--- src/rtl/uart_tx_fifo.sv ---
// rtl/uart_tx_fifo.sv - UART serializer fed by a small word FIFO
// Define UART_TX_PARITY_EN to compile in the parity bit after the data bits.
module uart_tx_fifo #(
  parameter int DATA_BITS    = 8,
  parameter int STOP_BITS    = 1,
  parameter int CLKS_PER_BIT = 1,
  parameter int DEPTH        = 4,
  parameter int MSB_FIRST    = 0,
  parameter int PARITY_ODD   = 0
) (
  input  logic                   clk_115200hz,
  input  logic                   reset,
  input  logic [DATA_BITS-1:0]   tx_data,
  input  logic                   tx_valid,
  output logic                   tx_ready,
  output logic                   out,
  output logic                   busy,
  output logic                   done,
  output logic [$clog2(DEPTH):0] fifo_count
);

  localparam int AW        = $clog2(DEPTH);
  localparam int STOP_CLKS = STOP_BITS * CLKS_PER_BIT;
  localparam int CW        = $clog2(STOP_CLKS + 1);
  localparam int BW        = $clog2(DATA_BITS);

  localparam logic [CW-1:0] BIT_LAST   = CW'(CLKS_PER_BIT - 1);
  localparam logic [CW-1:0] STOP_LAST  = CW'(STOP_CLKS - 1);
  localparam logic [BW-1:0] DATA_LAST  = BW'(DATA_BITS - 1);
  localparam logic [AW:0]   FULL_COUNT = (AW + 1)'(DEPTH);

  if (DATA_BITS < 5 || DATA_BITS > 9 || (STOP_BITS != 1 && STOP_BITS != 2) ||
      CLKS_PER_BIT < 1 || DEPTH < 2 || (DEPTH & (DEPTH - 1)) != 0 ||
      MSB_FIRST < 0 || MSB_FIRST > 1 || PARITY_ODD < 0 || PARITY_ODD > 1) begin : g_bad_params
    $error("uart_tx_fifo: illegal parameter set");
  end

  typedef enum logic [2:0] {
    S_IDLE,
    S_START,
    S_DATA,
`ifdef UART_TX_PARITY_EN
    S_PARITY,
`endif
    S_STOP
  } state_t;

  // FIFO storage and pointers
  logic [DATA_BITS-1:0] mem [DEPTH];
  logic [AW-1:0]        wr_ptr;
  logic [AW-1:0]        rd_ptr;
  logic [AW:0]          count_q;
  logic                 fifo_empty;
  logic                 push;
  logic                 pop;

  // Serializer state
  state_t               state_q, state_d;
  logic [CW-1:0]        clk_cnt_q, clk_cnt_d;
  logic [BW-1:0]        bit_cnt_q, bit_cnt_d;
  logic [DATA_BITS-1:0] shift_q, shift_d;
  logic                 out_q, out_d;
  logic                 start_frame;
`ifdef UART_TX_PARITY_EN
  logic                 parity_q, parity_d;
`endif

  function automatic logic head_bit(input logic [DATA_BITS-1:0] v);
    return (MSB_FIRST != 0) ? v[DATA_BITS-1] : v[0];
  endfunction

  function automatic logic [DATA_BITS-1:0] shifted(input logic [DATA_BITS-1:0] v);
    return (MSB_FIRST != 0) ? (v << 1) : (v >> 1);
  endfunction

  assign fifo_empty = (count_q == '0);
  assign tx_ready   = (count_q != FULL_COUNT);
  assign push       = tx_valid && tx_ready;
  assign fifo_count = count_q;

  always_ff @(posedge clk_115200hz) begin
    if (push) begin
      mem[wr_ptr] <= tx_data;
    end
  end

  always_ff @(posedge clk_115200hz or posedge reset) begin
    if (reset) begin
      wr_ptr  <= '0;
      rd_ptr  <= '0;
      count_q <= '0;
    end else begin
      if (push) begin
        wr_ptr <= wr_ptr + AW'(1);
      end
      if (pop) begin
        rd_ptr <= rd_ptr + AW'(1);
      end
      case ({push, pop})
        2'b10:   count_q <= count_q + (AW + 1)'(1);
        2'b01:   count_q <= count_q - (AW + 1)'(1);
        default: count_q <= count_q;
      endcase
    end
  end

  always_comb begin
    state_d     = state_q;
    clk_cnt_d   = clk_cnt_q;
    bit_cnt_d   = bit_cnt_q;
    shift_d     = shift_q;
    out_d       = out_q;
    pop         = 1'b0;
    done        = 1'b0;
    start_frame = 1'b0;
`ifdef UART_TX_PARITY_EN
    parity_d    = parity_q;
`endif

    case (state_q)
      S_IDLE: begin
        out_d = 1'b1;
        if (!fifo_empty) begin
          start_frame = 1'b1;
        end
      end

      S_START: begin
        if (clk_cnt_q == BIT_LAST) begin
          out_d     = head_bit(shift_q);
          shift_d   = shifted(shift_q);
          bit_cnt_d = '0;
          clk_cnt_d = '0;
          state_d   = S_DATA;
        end else begin
          clk_cnt_d = clk_cnt_q + CW'(1);
        end
      end

      S_DATA: begin
        if (clk_cnt_q == BIT_LAST) begin
          clk_cnt_d = '0;
          if (bit_cnt_q == DATA_LAST) begin
`ifdef UART_TX_PARITY_EN
            out_d   = parity_q;
            state_d = S_PARITY;
`else
            out_d   = 1'b1;
            state_d = S_STOP;
`endif
          end else begin
            bit_cnt_d = bit_cnt_q + BW'(1);
            out_d     = head_bit(shift_q);
            shift_d   = shifted(shift_q);
          end
        end else begin
          clk_cnt_d = clk_cnt_q + CW'(1);
        end
      end

`ifdef UART_TX_PARITY_EN
      S_PARITY: begin
        if (clk_cnt_q == BIT_LAST) begin
          clk_cnt_d = '0;
          out_d     = 1'b1;
          state_d   = S_STOP;
        end else begin
          clk_cnt_d = clk_cnt_q + CW'(1);
        end
      end
`endif

      S_STOP: begin
        if (clk_cnt_q == STOP_LAST) begin
          done = 1'b1;
          // Chain straight into the next start bit when more words wait.
          if (!fifo_empty) begin
            start_frame = 1'b1;
          end else begin
            state_d = S_IDLE;
          end
        end else begin
          clk_cnt_d = clk_cnt_q + CW'(1);
        end
      end

      default: begin
        state_d = S_IDLE;
        out_d   = 1'b1;
      end
    endcase

    if (start_frame) begin
      pop       = 1'b1;
      shift_d   = mem[rd_ptr];
      out_d     = 1'b0;
      clk_cnt_d = '0;
      bit_cnt_d = '0;
      state_d   = S_START;
`ifdef UART_TX_PARITY_EN
      parity_d  = (^mem[rd_ptr]) ^ (PARITY_ODD != 0);
`endif
    end
  end

  always_ff @(posedge clk_115200hz or posedge reset) begin
    if (reset) begin
      state_q   <= S_IDLE;
      clk_cnt_q <= '0;
      bit_cnt_q <= '0;
      shift_q   <= '0;
      out_q     <= 1'b1;
`ifdef UART_TX_PARITY_EN
      parity_q  <= 1'b0;
`endif
    end else begin
      state_q   <= state_d;
      clk_cnt_q <= clk_cnt_d;
      bit_cnt_q <= bit_cnt_d;
      shift_q   <= shift_d;
      out_q     <= out_d;
`ifdef UART_TX_PARITY_EN
      parity_q  <= parity_d;
`endif
    end
  end

  assign out  = out_q;
  assign busy = (state_q != S_IDLE) || !fifo_empty;

endmodule

--- config.mk ---
export PLATFORM = sky130hd
export DESIGN_NAME = uart_tx_fifo
export DESIGN_NICKNAME = d
export VERILOG_FILES = /design/src/rtl/uart_tx_fifo.sv
export SDC_FILE = /design/constraint.sdc
export NUM_CORES = 1
export LEC_CHECK = 0
export ABC_AREA = 1
export BUFFER_PORTS_ARGS = -buffer_cell sky130_fd_sc_hd__buf_4
export CAP_MARGIN = 20
export CORE_MARGIN = 1
export CORE_UTILIZATION = 50
export DETAILED_ROUTE_END_ITERATION = 7
export PLACE_DENSITY = 0.68
export RECOVER_POWER = 50
export SLEW_MARGIN = 20
export SYNTH_ARGS = -nofsm -noshare
export SYNTH_HDL_FRONTEND = slang
export SYNTH_SLANG_ARGS = --single-unit
--- constraint.sdc ---
create_clock -name clk_115200hz -period 2.5 [get_ports clk_115200hz]
set_input_delay 0.5 -clock clk_115200hz [delete_from_list [all_inputs] [get_ports clk_115200hz]]
set_output_delay 0.5 -clock clk_115200hz [all_outputs]
set_load 0.005 [all_outputs]
==> results.md, run 1 <==
* Status: finished clean
* Routed wire length at roughly 4.4 mm
* Share of cells above drive strength 1 at 10.3%
* Max-Cap Viols at 0
* Setup crit end kind: flop
* Nets at around 320
* Port Buffers at 17
* Top post-synthesis cells by count: 101 x nand2_1, 46 x inv_1, 32 x edfxtp_1
* Resize count post-CTS at 0
* Count of final max-slew check failures at 0
* Worst-path cell chain: ha_1 > nor2_2 > nor2_4 > nand2_4 > inv_2 > ha_1 > fa_1 > a21oi_1 > o21ai_0 > xor2_1
* Setup repair bufs after CTS at 0
* Worst-case clock buffer depth at 2
* VDD IR-drop max at 0.749 mV
* Mapped Nets at 301
* Drt pass-1 iters at 4
* Initial antenna violation count at 0
* Remaining Overflow, GRT at 0
* Critical Path Max Stage Delay at between 0.4 and 0.5 ns
* Final min period at about 2.2 ns
* Synth top area cells: edfxtp_1 37%, dfrtp_1 19%, nand2_1 15%
* Setup TNS Final at 0 ns
* Post-synthesis cell area at ~2600 um2
* Max Clock Skew at around 0.0094 ns
* Relative slew slack at between 40% and 50%
* R2R cell count at 10
* CP Launch Type: flop
* CTS Buf Count at 5
* Diode count at 0
* Clock Sinks at between 50 and 60
* Hold buffers post-CTS at 0
* Crit path DAT at 2.40 ns
* Initial Util at a little over half
* Worst slew pin tran at between 0.8 and 0.9 ns
* Finished Core Util at about three fifths
* EDFF count, synth at 32
* Tcrit/Tclk final at 88.8%
* Seq/Total Area, Yosys at between 50% and 60%
* Hold/Removal Path Class: input pin to asynchronous set/reset pin
* Pwr Density at 1230 nW/um2
* Ys Warns at 0
* Post-Place Cells at 361
* Vias per std cell at between 4 and 5
* Syn_area_per_cell at 9.24 um2
* Setup violations, final at 0
* Row count at 25
* Main flop type after synthesis: edfxtp_1
* Die span in y at around 74 um
* Fillers at 447
* Largest area contributor in the netlist: edfxtp_1
* Vias after detailed routing at between 1,500 and 2,000
* Worst endpoint required time at between 2 and 3 ns
* Max Clk Rate at ~450 MHz
* Final Instance Count excl. Fillers at 369
* First-pass GRT wire length at ~7.5 mm
* Vias in the first global route at approximately 1,700
* Clock Latency Late Sink at around 0.3 ns
* CP max-delay cell: dfrtp_1
* RSZ-0062 raised after global routing: no
* Largest net degree at the start of global routing at 22
* Chip width at approximately 74 um
* Worst hold slack at approximately 0.36 ns
* DP HPWL at between 3 and 4 mm
* FF+latch count, synth at 53
* CTS root buf: clkbuf_8
* Global placement routability congestion at 0.765
* Asr flop ratio synth at a little under 40%
* Clk slew on worst S/H paths at about 0.09 ns
* Count of final hold-check violations at 0
* Critical path type: flop to flop
* Cell mode on critical path: ha_1
* Wire per inst at approximately 12 um
* Initial DRC count at 88
* ANT nets after route at 0
* Die Area at 5430 um2
* Area grow syn2layout at 9.88%
* Leakage at 1.41 nW
* TritonCTS clock tree: built
* Most common cell in the netlist: nand2_1
* Total track usage at 18.9%
* Area share of the largest cell type after synthesis at between 30 and 40%
* Area after DPL at 2770 um2
* Crit path max fanout at 9
* Fin area at about 2800 um2
* Cell count after synthesis at approximately 280
* # DRC at 0
* Core Box Area at between 4000 and 5000 um2
* Post-synthesis cell type count at 26
* CTS HTree Levels at 2
* IO Count at 18
[registers in the layout (all words and copies together) (netlist names)]
register	count
shift_q	8
rd_ptr	2
fifo_count	3
state_q	2
wr_ptr	2
out	1
mem	32
bit_cnt_q	3
[cells by family (layout without fill, tap and decap cells)]
kind of cell	count (synthesis)	in the layout	share of synthesized area [%]
buffers and inverters	55	79	9.25
adder cells (fa/ha/maj)	12	12	6.13
flip-flops	53	53	57.9
AND/OR/NAND/NOR	144	144	23.4
XOR/XNOR	4	4	1.36
AO/OA/AOI/OAI	10	10	2.00
[placed cells by master, fill, tap and decap left out, types with 2 or more instances in the layout]
cell and instances:
nand2_1 101, buf_4 12, xor2_1 3, inv_2 2, nand3_1 23, a21oi_1 4
nor2_1 13, ha_1 11, inv_1 46, o21ai_1 2, edfxtp_1 32, clkbuf_1 9
o21ai_0 3, clkbuf_8 5, nand2_2 2, dfrtp_1 20, clkbuf_4 2
[final cells by class]
cell class / count / area, um2 / area share [%]
clock inverter: 2 / 13.8 / 0.487
tap: 67 / 83.8 / 2.97
sequential: 53 / 1490 / 52.7
inverter: 49 / 186 / 6.60
multi-input combinational: 170 / 845 / 29.9
timing repair buffer: 22 / 135 / 4.79
clock buffer: 6 / 72.6 / 2.57
[power breakdown]
part | internal (mW) | total, mW | switching (mW)
sequential | 1.21 | 1.40 | 0.188
combinational | 0.597 | 1.62 | 1.02
clock | 0.200 | 0.474 | 0.274
[worst max-delay path, delay by kind of cell, from the launching register on]
kind / cells / cell delay, ns
compound gates: 2 / 0.25
xor+xnor: 1 / 0.15
fa+ha+maj: 3 / 0.89
buf+inv: 1 / 0.08
flops: 1 / 0.42
simple gates: 3 / 0.31
[final timing paths]
| path | startpoint | to | slack, ns |
|---|---|---|---|
| setup / recovery | state_q[0] | fifo_count[2] | 0.28 |
| hold / removal | reset | wr_ptr[0] | 0.36 |
| setup reg to reg | state_q[0] | fifo_count[2] | 0.28 |
| hold reg to reg | shift_q[0] | shift_q[0] | 0.48 |
| max in group asynchronous | reset | shift_q[1] | 1.62 |
| min in group clk_115200hz | tx_data[3] | mem[1][3] | 0.46 |
[routing by layer]
metal | track usage, % | vias up | wire [um]
met2 | 30.2 | 38 | 2030
met3 | 3.57 | 8 | 185
li1 | - | 902 | -
met5 | 0 | - | 0
met1 | 25.5 | 819 | 2070
met4 | 7.69 | 0 | 74
[metrics by stage]
| step | total power [mW] | worst slack (ns) |
|---|---|---|
| 2_1_floorplan | 2.69 | 0.369 |
| 3_3_place_gp | 3.03 | 0.346 |
| 3_5_place_dp | 3.06 | 0.286 |
| 4_1_cts | 3.53 | 0.267 |
| 5_1_grt | 3.83 | 0.154 |
| 6_report | 3.49 | 0.280 |
Power figures use the tool's default switching activity.
==> run 2: changes to the inputs <==
- CORE_MARGIN: 1 -> 2
- PLACE_DENSITY: 0.68 -> 0.67
==> results.md, run 2 (synthesis gave the netlist of run 1 again) <==
* Fin area at 2880 um2 (+1.8%)
* CTS root buf: clkbuf_8
* Worst endpoint required time at 2.68 ns (about the same)
* Global placement routability congestion at 0.848 (+11%)
* Vias after detailed routing at 1,744 (-1.3%)
* Vias per std cell at 4.69 (-2.1%)
* Port Buffers at 17 (unchanged)
* Pwr Density at 1280 nW/um2 (+4.0%)
* Status: finished clean
* CP Launch Type: flop
* Tcrit/Tclk final at 91.5% (+2.7 points)
* Most flops, register: mem
* Clock Latency Late Sink at 0.30 ns (about the same)
* Total track usage at 17.1% (-1.8 points)
* VDD IR-drop max at 0.551 mV (-27%)
* Worst-path cell chain: ha_1 > nor2_2 > nor2_4 > nand2_4 > inv_2 > ha_1 > fa_1 > a21oi_1 > o21ai_0 > xor2_1
* Drt pass-1 iters at 4 (unchanged)
* Core Box Area at 5040 um2 (+4.0%)
* RSZ-0062 raised after global routing: no
* Setup crit end kind: flop
* Clk slew on worst S/H paths at 0.10 ns (about the same)
* Critical Path Max Stage Delay at 0.42 ns (about the same)
* Top flop regs: mem x32, shift_q x8
* Count of final max-slew check failures at 0 (unchanged)
* Crit path to: fifo_count[2]
* Reg2Reg Setup Slack at 0.21 ns (-0.07 ns)
* Fillers at 446 (-0.22%)
* Initial DRC count at 71 (-19%)
* Vias in the first global route at 1,638 (-2.2%)
* Row count at 26 (+4.0%)
* Area after DPL at 2770 um2 (+0.14%)
* ANT nets after route at 0 (unchanged)
* CTS HTree Levels at 2 (unchanged)
* Chip width at 75.7 um (+2.7%)
* Die Area at 5730 um2 (+5.5%)
* Most frequent cells in the layout: 101 x nand2_1, 46 x inv_1, 32 x edfxtp_1
* Nets at 324 (unchanged)
* Resize count post-CTS at 0 (unchanged)
* CP max-delay cell: dfrtp_1
* Hold buffers post-CTS at 0 (unchanged)
* Worst-case clock buffer depth at 2 (unchanged)
* Remaining Overflow, GRT at 0 (unchanged)
* Crit path DAT at 2.47 ns (+0.07 ns)
* Leakage at 1.43 nW (+1.3%)
* Max Clock Skew at 0.00890 ns (-0.000455 ns)
* Area grow syn2layout at 11.9%
* Routed wire length at 4.28 mm (-1.7%)
* Hold/Removal Path Class: input pin to asynchronous set/reset pin
* Clock Sinks at 53 (unchanged)
* Initial Util at 51.0% (-2.0 points)
* Total power draw at 3.69 mW (+5.9%)
* Count of final hold-check violations at 0 (unchanged)
* TritonCTS clock tree: built
* Share of cells above drive strength 1 at 10.6% (+0.33 points)
* Setup violations, final at 0 (unchanged)
* Max-Cap Viols at 0 (unchanged)
* Setup TNS Final at 0 ns (unchanged)
* Worst slew pin tran at 0.815 ns (-0.0182 ns)
* First-pass GRT wire length at 7.22 mm (-3.4%)
* Initial antenna violation count at 0 (unchanged)
* Max reg flops at 32 (unchanged)
* CTS Buf Count at 5 (unchanged)
* End of the worst register-to-register path: fifo_count[2]
* IO Count at 18 (unchanged)
* Source of the worst register-to-register timing path: state_q[0]
* Largest net degree at the start of global routing at 22 (unchanged)
* Max Clk Rate at 437 MHz (-3.0%)
* CP Launch Point: state_q[0]
* Wire per inst at 11.5 um (-2.5%)
* Crit path max fanout at 9 (unchanged)
* Commonest non-fill, non-tap cell in the layout: nand2_1
* Relative slew slack at 45.6% (+1.2 points)
* DP HPWL at 2.94 mm (-2.5%)
* Die span in y at 75.7 um (+2.7%)
* # DRC at 0 (unchanged)
* Cell mode on critical path: ha_1
* Setup repair bufs after CTS at 0 (unchanged)
* R2R cell count at 10 (unchanged)
* Diode count at 0 (unchanged)
* Critical path type: flop to flop
* Final min period at 2.29 ns (+0.0677 ns)
-- run 2: cell types whose count changed in the layout (fill, tap and decap cells not counted) --
| cell | delta |
|---|---|
| clkinv_2 | -1 |
| bufinv_16 | +2 |
| inv_6 | -1 |
| clkinvlp_2 | +1 |
| clkbuf_1 | -1 |
-- run 2: critical path, delay by kind of cell, from the launching register on --
family	cells	cell delay, ns
AO/OA/AOI/OAI	2	0.28
AND/OR/NAND/NOR	3	0.32
XOR/XNOR	1	0.16
flip-flops	1	0.42
adder cells (fa/ha/maj)	3	0.92
buffers and inverters	1	0.07
-- run 2: stage by stage --
stage | instances | setup slack (ns) | utilization (%) | hold slack [ns]
final | 372 | 0.212 | 57.0 | 0.350
after global routing | 372 | 0.00263 | 57.0 | 0.438
after CTS | 372 | 0.217 | 57.6 | 0.385
after detailed placement | 364 | 0.241 | 55.0 | 0.470
after global placement | 364 | 0.342 | 55.0 | 0.458
after floorplan | 278 | 0.369 | - | 0.443
-- run 2: power breakdown --
part	internal [mW]	leakage, nW	switching (mW)	total (mW)
Clock	0.397	0.0643	0.272	0.668
Sequential	1.21	0.552	0.187	1.40
Combinational	0.602	0.815	1.03	1.63
Total	2.21	1.43	1.49	3.69
-- run 2: metal layers --
metal	GRT usage (%)	routed length, um
met2	28.7	2170
met4	5.07	34
met3	4.23	180
met5	0	0
met1	22.0	1900
-- run 2: worst min path at each step --
stage	from	endpoint	slack, ns
after CTS	tx_data[5]	mem[0][5]	0.38
final	reset	fifo_count[1]	0.35
after global placement	bit_cnt_q[1]	bit_cnt_q[1]	0.46
after detailed placement	bit_cnt_q[1]	bit_cnt_q[1]	0.47
after global routing	reset	fifo_count[1]	0.44
after floorplan	shift_q[0]	shift_q[0]	0.44
-- run 2: area by class of cell --
type	instances	area, um2	share of cell area, %
Clock buffer	5	68.8	2.39
Clock inverter	3	65.1	2.26
Inverter	49	186	6.48
Multi-Input combinational cell	170	845	29.4
Sequential cell	53	1490	51.7
Tap cell	70	87.6	3.05
Timing Repair Buffer	22	135	4.70
==> run 3: changes to the inputs <==
- PLACE_DENSITY: 0.67 -> default
- PLACE_DENSITY_LB_ADDON: default -> 0.25
==> results.md, run 3 (synthesis gave the netlist of run 1 again) <==
* Row count at 26 (unchanged)
* Total power draw at 3.58 mW (-3.2%)
* Worst-path cell chain: inv_1 > ha_1 > nor2_2 > nor2_4 > nand2_4 > inv_2 > ha_1 > fa_1 > a21oi_1 > o21ai_0 > xor2_1
* Setup violations, final at 0 (unchanged)
* Hold/Removal Path Class: input pin to asynchronous set/reset pin
* Initial antenna violation count at 0 (unchanged)
* TritonCTS clock tree: built
* RSZ-0062 raised after global routing: no
* Largest net degree at the start of global routing at 22 (unchanged)
* Max-Cap Viols at 0 (unchanged)
* Setup crit end kind: flop
* Area grow syn2layout at 11.0%
* Clock Latency Late Sink at 0.31 ns (about the same)
* Setup repair bufs after CTS at 0 (unchanged)
* Leakage at 1.42 nW (-0.87%)
* Top delay family on crit path: adder cells
* Port Buffers at 17 (unchanged)
* Vias per std cell at 4.63 (-1.3%)
* Hold buffers post-CTS at 0 (unchanged)
* Buf+Inv Stages, Crit Path at 2 (+1)
* Crit path DAT at 2.42 ns (-0.05 ns)
* Commonest non-fill, non-tap cell in the layout: nand2_1
* Drt pass-1 iters at 4 (unchanged)
* Pwr Density at 1250 nW/um2 (-2.4%)
* Worst endpoint required time at 2.69 ns (about the same)
* CTS Buf Count at 5 (unchanged)
* CTS HTree Levels at 2 (unchanged)
* Cell depth of the worst setup path at 11 (+1)
* Post-Place Cells at 364 (unchanged)
* Count of final max-slew check failures at 0 (unchanged)
* Max reg flops at 32 (unchanged)
* Initial Util at 51.0% (unchanged)
* Cell mode on critical path: ha_1
* Finished Core Util at 56.6% (-0.47 points)
* Max Clock Skew at 0.0155 ns (+0.00659 ns)
* Diode count at 0 (unchanged)
* Tcrit/Tclk final at 89.1% (-2.5 points)
* Chip width at 75.7 um (unchanged)
* CTS root buf: clkbuf_8
* Final Instance Count excl. Fillers at 372 (unchanged)
* Relative slew slack at 44.9% (-0.74 points)
* Worst hold slack at 0.347 ns (-0.00306 ns)
* Routed wire length at 4.25 mm (-0.75%)
* Clk slew on worst S/H paths at 0.10 ns (about the same)
* Vias after detailed routing at 1,721 (-1.3%)
* CP Launch Type: flop
* Resize count post-CTS at 0 (unchanged)
* # DRC at 0 (unchanged)
* Nets at 324 (unchanged)
* Top flop regs: mem x32, shift_q x8
* Clock Sinks at 53 (unchanged)
* Fillers at 464 (+4.0%)
* Initial DRC count at 90 (+27%)
* Die Area at 5730 um2 (unchanged)
* ANT nets after route at 0 (unchanged)
* Crit path max fanout at 9 (unchanged)
* Count of final hold-check violations at 0 (unchanged)
* Worst-case clock buffer depth at 2 (unchanged)
* CP max-delay cell: dfrtp_1
* Die span in y at 75.7 um (unchanged)
* Most flops, register: mem
* Global placement routability congestion at 0.840 (-0.90%)
* Remaining Overflow, GRT at 0 (unchanged)
* R2R cell count at 11 (+1)
* Most frequent cells in the layout: 101 x nand2_1, 46 x inv_1, 32 x edfxtp_1
* Fin area at 2850 um2 (-0.83%)
* First-pass GRT wire length at 7.16 mm (-0.96%)
* Vias in the first global route at 1,573 (-4.0%)
* Status: finished clean
* Setup TNS Final at 0 ns (unchanged)
* Worst slew pin tran at 0.826 ns (+0.0111 ns)
* Total track usage at 17.0% (-0.11 points)
* DP HPWL at 2.94 mm (about the same)
* Critical Path Max Stage Delay at 0.41 ns (about the same)
* Critical path type: flop to flop
* Final setup margin at 0.274 ns (+0.0619 ns)
* Area after DPL at 2770 um2 (unchanged)
* Wire per inst at 11.4 um (-0.75%)
* Max Clk Rate at 449 MHz (+2.8%)
* Core Box Area at 5040 um2 (unchanged)
* VDD IR-drop max at 0.477 mV (-13%)
* Share of cells above drive strength 1 at 10.3% (-0.33 points)
* Final min period at 2.23 ns (-0.0619 ns)
* IO Count at 18 (unchanged)
* Pre-CTS setup slack at 0.285 ns (+0.0436 ns)
run 3: path summary, 6_finish.rpt:
check,start,end,slack [ns]
min,reset,fifo_count[0],0.35
min in group clk_115200hz,tx_data[2],mem[3][2],0.44
max,state_q[0],fifo_count[2],0.27
max in group asynchronous,reset,shift_q[6],1.63
max reg2reg,state_q[0],fifo_count[2],0.27
min reg2reg,bit_cnt_q[0],bit_cnt_q[0],0.49
run 3: worst reg2reg max path: stages (launching register included):
cell and delay (ns):
dfrtp_1 0.41, inv_1 0.09, ha_1 0.25, nor2_2 0.16, nor2_4 0.06, nand2_4 0.06, inv_2 0.07, ha_1 0.22
fa_1 0.40, a21oi_1 0.14, o21ai_0 0.10, xor2_1 0.15
run 3: cell type report:
class                           instances  area [um2]  share of cell area, %
Tap cell                               70        87.6                   3.07
Inverter                               49         186                   6.54
Sequential cell                        53        1490                   52.2
Clock inverter                          3        41.3                   1.45
Timing Repair Buffer                   22         135                   4.74
Multi-Input combinational cell        170         845                   29.6
Clock buffer                            5        68.8                   2.41
run 3: routing by layer:
metal | up-vias | global-route usage [%] | share of wire, %
met3 | 8 | 3.57 | 3.0
met4 | 0 | 6.63 | 1.7
met5 | - | 0 | 0
met1 | 784 | 23.1 | 46
li1 | 908 | - | -
met2 | 21 | 26.9 | 49
run 3: power breakdown:
part	leakage [nW]	switching (mW)	internal [mW]
combinational	0.815	1.01	0.600
sequential	0.552	0.190	1.21
clock	0.0518	0.273	0.295
total	1.42	1.47	2.10
